[src/rtl/product_accumulator.sv]
// -----------------------------------------------------------------------------
// product_accumulator
//
// Sits after the 32x32 sequential shift-add multiplier. It captures each 64-bit
// unsigned Product on its one-cycle Product_Valid strobe and adds N_ACC
// consecutive products into an ACC_W-bit sum. The finished sum is offered on a
// valid/ready handshake. While a sum waits for the consumer (HOLD), one
// arriving product is parked in a skid register. Any further arrival is
// discarded and flagged on Drop.
//
// Parameters
//   N_ACC  products per sum, 1..255
//   ACC_W  accumulator / Sum width, >= 64
//
// Ports
//   CLK            rising-edge clock
//   RST_N          asynchronous active-low reset
//   Product        multiplier result, unsigned, valid with Product_Valid
//   Product_Valid  single-cycle strobe
//   Clear          synchronous abort of the running accumulation; a pending
//                  sum and its handshake are left alone
//   Sum            last completed sum; holds its value after delivery
//   Sum_Valid      Sum is offered; held until Sum_Ready is seen
//   Sum_Ready      consumer accepts Sum when Sum_Valid is also high
//   Acc_Count      products folded into the running accumulation
//   Overflow       sticky; an add carried out of bit ACC_W-1
//   Drop           sticky; a product arrived while the skid was occupied
// -----------------------------------------------------------------------------
module product_accumulator #(
  parameter int N_ACC = 4,
  parameter int ACC_W = 72
) (
  input  logic             CLK,
  input  logic             RST_N,
  input  logic [63:0]      Product,
  input  logic             Product_Valid,
  input  logic             Clear,
  output logic [ACC_W-1:0] Sum,
  output logic             Sum_Valid,
  input  logic             Sum_Ready,
  output logic [7:0]       Acc_Count,
  output logic             Overflow,
  output logic             Drop
);

  typedef enum logic {
    ACCUM = 1'b0,
    HOLD  = 1'b1
  } state_t;

  state_t           state_q, state_d;
  logic [ACC_W-1:0] acc_q, acc_d;
  logic [ACC_W-1:0] sum_d;
  logic             sum_valid_d;
  logic [7:0]       cnt_d;
  logic             ovf_d, drop_d;
  logic [63:0]      skid_q, skid_d;
  logic             skid_full_q, skid_full_d;

  logic             add_en;
  logic [63:0]      add_val;
  logic [ACC_W:0]   add_sum;   // extra top bit is the carry out
  logic [7:0]       cnt_inc;
  logic             last_add;
  logic             handshake;

  assign handshake = Sum_Valid & Sum_Ready;
  assign add_sum   = {1'b0, acc_q} + {{(ACC_W + 1 - 64){1'b0}}, add_val};
  assign cnt_inc   = Acc_Count + 8'd1;
  assign last_add  = (cnt_inc == 8'(N_ACC));

  // Adder operand select. The skid entry is older than anything arriving now,
  // so it always wins; a fresh product in that cycle refills the skid.
  // NOTE: every combinational output gets a default before any branch, so no
  // path can leave a signal unassigned and infer a latch.
  always_comb begin
    add_en  = 1'b0;
    add_val = skid_q;
    if (!Clear && state_q == ACCUM) begin
      if (skid_full_q) begin
        add_en  = 1'b1;
        add_val = skid_q;
      end else if (Product_Valid) begin
        add_en  = 1'b1;
        add_val = Product;
      end
    end
  end

  // Next-state and datapath update.
  always_comb begin
    state_d     = state_q;
    acc_d       = acc_q;
    sum_d       = Sum;
    sum_valid_d = Sum_Valid;
    cnt_d       = Acc_Count;
    ovf_d       = Overflow;
    drop_d      = Drop;
    skid_d      = skid_q;
    skid_full_d = skid_full_q;

    if (Clear) begin
      // Abort the accumulation but keep an offered sum so the consumer still
      // sees a clean handshake. The concurrent product is discarded.
      acc_d       = '0;
      cnt_d       = '0;
      skid_full_d = 1'b0;
      ovf_d       = 1'b0;
      drop_d      = 1'b0;
      if (handshake) begin
        sum_valid_d = 1'b0;
        state_d     = ACCUM;
      end
    end else begin
      unique case (state_q)
        ACCUM: begin
          if (skid_full_q) begin
            skid_full_d = Product_Valid;
            if (Product_Valid) skid_d = Product;
          end
          if (add_en) begin
            ovf_d = Overflow | add_sum[ACC_W];
            if (last_add) begin
              sum_d       = add_sum[ACC_W-1:0];
              sum_valid_d = 1'b1;
              acc_d       = '0;
              cnt_d       = '0;
              state_d     = HOLD;
            end else begin
              acc_d = add_sum[ACC_W-1:0];
              cnt_d = cnt_inc;
            end
          end
        end

        HOLD: begin
          // An arrival in the handshake cycle itself is still a HOLD arrival.
          if (Product_Valid) begin
            if (!skid_full_q) begin
              skid_d      = Product;
              skid_full_d = 1'b1;
            end else begin
              drop_d = 1'b1;
            end
          end
          if (handshake) begin
            sum_valid_d = 1'b0;
            state_d     = ACCUM;
          end
        end

        default: state_d = ACCUM;
      endcase
    end
  end

  // NOTE: clocked state uses non-blocking assignments so every register
  // samples the pre-edge values and simulation matches the synthesized flops.
  always_ff @(posedge CLK or negedge RST_N) begin
    if (!RST_N) begin
      state_q     <= ACCUM;
      acc_q       <= '0;
      Sum         <= '0;
      Sum_Valid   <= 1'b0;
      Acc_Count   <= '0;
      Overflow    <= 1'b0;
      Drop        <= 1'b0;
      // NOTE: the skid data register is reset along with its flag; it is a
      // single word, so this costs nothing and keeps it free of X after reset.
      skid_q      <= '0;
      skid_full_q <= 1'b0;
    end else begin
      state_q     <= state_d;
      acc_q       <= acc_d;
      Sum         <= sum_d;
      Sum_Valid   <= sum_valid_d;
      Acc_Count   <= cnt_d;
      Overflow    <= ovf_d;
      Drop        <= drop_d;
      skid_q      <= skid_d;
      skid_full_q <= skid_full_d;
    end
  end

endmodule

[config.mk]
export PLATFORM = sky130hd
export DESIGN_NAME = product_accumulator
export DESIGN_NICKNAME = d
export VERILOG_FILES = /design/src/rtl/product_accumulator.sv
export SDC_FILE = /design/constraint.sdc
export NUM_CORES = 1
export LEC_CHECK = 0
export CORE_ASPECT_RATIO = 1.5
export CORE_UTILIZATION = 39
export DETAILED_ROUTE_END_ITERATION = 10
export SETUP_SLACK_MARGIN = 0.1
export SYNTH_ARGS = -nofsm -noshare
export SYNTH_HDL_FRONTEND = slang
export SYNTH_SLANG_ARGS = --single-unit
export TNS_END_PERCENT = 100
[constraint.sdc]
create_clock -name CLK -period 11.7 [get_ports CLK]
set_input_delay 2.925 -clock CLK [delete_from_list [all_inputs] [get_ports CLK]]
set_output_delay 2.925 -clock CLK [all_outputs]
set_load 0.01 [all_outputs]
==> results by group <==
CTS
  • CTS Buffer Depth: 3
  • Clk_lat worst skew: 0.56 ns
  • Cts bufs inserted: 24
  • Post-CTS sizing: 0
  • Root Driver: clkbuf_16
  • CTS tree: built
  • Clk sinks: 221
  • Post-CTS setup buffer count: 0
  • Clk slew on worst S/H paths: 0.06 ns
  • H-tree Lvls: 1
  • CTS Hold Bufs: 0

Detailed routing
  • Initial DRC count: 409
  • Via total after detailed routing: 10440
  • WL final: 35880 um
  • Met3 routed WL: 1214 um
  • Antenna viol nets, final: 0
  • Met2 routed WL: 19340 um
  • Routed len/inst: 19.03 um
  • M1 WL: between 10000 and 15000 um
  • DR pass1 iterations: 5
  • Top sig layer: met4
  • Post-route DRC: 0
  • Drt via density: 5.536

Worst setup path
  • Worst Path Required: 12.19 ns
  • Critical-path top delay cell: a2111oi_0
  • Crit path max fanout: 64
  • Cell chain of the critical path: clkdlybuf4s50_1 -> nor4b_2 -> buf_4 -> mux2_2 -> ha_1 -> o211ai_1 -> o211ai_1 -> nand3_1 -> a2111oi_0 -> o21ai_1 -> a21oi_2 -> a21oi_1 -> a21o_1 -> or4_1 -> nand3_1
  • Worst Path Arrival: 8.45 ns
  • CP delay by family, top: compound AO/OA/AOI/OAI gates
  • Critical Path Start Type: input port
  • CP endpoint kind: register
  • CP max stage delay: a little over 0.8 ns
  • Setup CP Type: input port to register
  • Worst path bufs/invs: 2

Floorplan
  • Die area: around 34000 sq um
  • Die Wd: 151.7 um
  • # rows: 81
  • Die Ht: around 230 um
  • Core Area: 32840 sq um
  • I/O pins: approximately 150
  • Starting Density: 39.91%

Placement
  • Dpl hpwl: 25810 um
  • Post-Place Worst Slack: 3.131 ns
  • Placed cell area: 14930 sq um
  • Buffers on Ports: 151
  • RD Place Congestion: 0.8755

Timing
  • Achievable Freq: 125.6 MHz
  • Rel. slew slack: between 30 and 40%
  • Final period utilization: 68.06%
  • Skew final: 0.02775 ns
  • Worst Slack Setup Final: 3.737 ns
  • RSZ-0062 raised after global routing: false
  • Setup-failing EPs final: 0
  • Final hold violations: 0
  • Setup_tns: 0 ns
  • Slew Limit Fails: 0
  • Min Tclk post-route: 7.963 ns
  • Worst slew pin tran: 1.041 ns

Cells and area
  • Post-route cell area: 15700 sq um
  • Fillers: 3130
  • ANT cells: 0
  • Final nets: 1588
  • Share of cells above drive strength 1: about 15%
  • Synth-to-Final Area Change: 19.80%

Logic synthesis
  • Mapped Avg Cell Area: 9.730 sq um
  • Ys flop type: dfrtp_1
  • #FFs+latches synth: 221
  • Post-synth EDFFs: 0
  • Sequential share of the synthesized area: 42.20%
  • Synthesized Nets: 1482
  • Syn. warnings: 0
  • Post-synthesis async set-or-reset flop share: 100.0%
  • Cell count after synthesis: about 1300
  • Post-Syn Area: 13110 sq um
  • Post-synth cell types: 69

Global route
  • Initial antenna violation count: 0
  • Overall Global Routing Usage: between 20% and 30%
  • GR Overflow Total: 0
  • Vias in the first global route: 10900
  • First-pass GRT wire length: roughly 58000 um
  • Largest net degree at the start of global routing: just under 90

Flow run
  • Max cap viols: 0

Power and ir drop
  • Leak: 7.017 nW
  • Pwr/cell area: 283.3 nW/um^2
  • Worst-case vdd ir drop: 0.1280 mV

Hold path
  • Worst Hold Class: register to register

Status
  • Status: finished clean
-- report_power, final --
part / internal, W / switching, W
logic: 0.00105 / 0.00145
clock network: 0.000426 / 0.000327
registers: 0.00104 / 0.000158
total: 0.00251 / 0.00194
-- layout by cell type (no fill, tap or decap), types with 3 or more instances in the layout --
cell / count
or3_1: 8
clkbuf_1: 4
a21o_1: 25
buf_4: 9
nand2b_1: 4
o211ai_1: 6
o21ai_1: 13
inv_1: 30
a211oi_1: 4
xor2_1: 24
a21boi_0: 3
nor2b_1: 4
clkbuf_8: 4
nand2_1: 230
or4_1: 6
o21ai_0: 44
clkinv_2: 7
a21oi_1: 94
o21bai_1: 18
nor3_1: 17
and3_1: 3
dfrtp_1: 221
nor2_1: 57
a22o_1: 64
o31ai_1: 3
nand4_1: 28
mux2_2: 144
ha_1: 65
a211o_1: 5
xnor2_1: 44
clkbuf_16: 24
clkdlybuf4s50_1: 150
a2111oi_0: 3
a21boi_1: 3
and2_1: 4
nand3_1: 16
nor4b_1: 3
o21a_1: 8
a31oi_1: 15
-- cell families (layout without fill, tap and decap cells) --
kind of cell / count (synthesis) / count (layout) / share of synthesized area, %
fa+ha+maj: 66 / 66 / 6.358
simple gates: 398 / 398 / 13.38
compound gates: 338 / 338 / 17.84
xor+xnor: 68 / 68 / 4.544
buf+inv: 110 / 233 / 3.150
mux: 146 / 146 / 12.53
flops: 221 / 221 / 42.20
-- worst register-to-register path: stages (launching register included) --
cell       delay, ns
dfrtp_1         0.52
nor4b_2         0.33
buf_4           0.73
mux2_2          0.44
ha_1            0.36
o211ai_1        0.13
o211ai_1        0.28
nand3_1         0.20
a2111oi_0       0.81
o21ai_1         0.24
a21oi_2         0.28
a21oi_1         0.16
a21o_1          0.27
or4_1           0.49
nand3_1         0.09
-- per-stage QoR --
stage | util (%) | power [W] | std cells | hold slack (ns)
after floorplan | - | 0.002970 | 1347 | 0.4767
after global placement | 45.48 | 0.003676 | 1842 | 0.4567
after detailed placement | 45.48 | 0.003701 | 1842 | 0.4609
after CTS | 47.82 | 0.004477 | 1885 | 0.4763
after global routing | 47.82 | 0.004779 | 1885 | 0.5038
final | 47.82 | 0.004449 | 1885 | 0.4733
-- area by class of cell --
| class | count | area (sq um) | area share (%) |
|---|---|---|---|
| Clock inverter | 11 | 97.59 | 0.6216 |
| Timing Repair Buffer | 160 | 1584 | 10.09 |
| Clock buffer | 32 | 670.6 | 4.271 |
| Tap cell | 415 | 519.2 | 3.307 |
| Inverter | 30 | 112.6 | 0.7172 |
| Multi-Input combinational cell | 1016 | 7187 | 45.77 |
| Sequential cell | 221 | 5530 | 35.22 |
-- path summary, 6_finish.rpt --
check                              from      endpoint  slack (ns)  depth (start not counted)
worst max-delay path              Clear     acc_q[71]        3.74                         15
worst min-delay path            Sum[23]       Sum[23]        0.47                          2
worst max register to register  state_q     acc_q[71]        6.32                         14
worst min register to register  Sum[23]       Sum[23]        0.47                          2
max in group asynchronous         RST_N    skid_q[34]        7.93                          2
min in group asynchronous         RST_N  Acc_Count[3]        2.36                          1
-- flip-flops by register name, summed over array words and instances (netlist names), 8 cells and up --
name,count
Acc_Count,8
Sum,72
skid_q,64
acc_q,72
-- Yosys cell counts, types with 4 or more instances --
cell type	instances	area [sq um]
xor2_1	24	210.2
or3_1	8	50.05
a22o_1	64	560.5
a31oi_1	15	93.84
o211ai_1	6	45.04
a21oi_1	94	470.5
o21a_1	8	60.06
mux2_2	144	1622
nor4b_1	4	35.03
clkbuf_1	77	289.0
o21ai_1	13	65.06
and2_1	6	37.54
a211o_1	5	43.79
nand2_1	231	867.1
inv_1	30	112.6
nor3_1	17	85.08
nor2_1	58	217.7
ha_1	65	813.3
xnor2_1	44	385.4
dfrtp_1	221	5530
nand4_1	28	175.2
a211oi_1	4	30.03
o21ai_0	44	220.2
o21bai_1	18	135.1
nand2b_1	4	25.02
nand3_1	16	80.08
a21o_1	25	187.7
nor2b_1	4	25.02
or4_1	6	45.04
-- routing by layer --
| layer | vias to the layer above | global-route usage (%) |
|---|---|---|
| li1 | 5031 | - |
| met5 | - | 0 |
| met3 | 52 | 2.113 |
| met1 | 5135 | 25.06 |
| met4 | 0 | 6.867 |
| met2 | 217 | 40.47 |
Note: power is estimated with default switching activity, not from simulation.
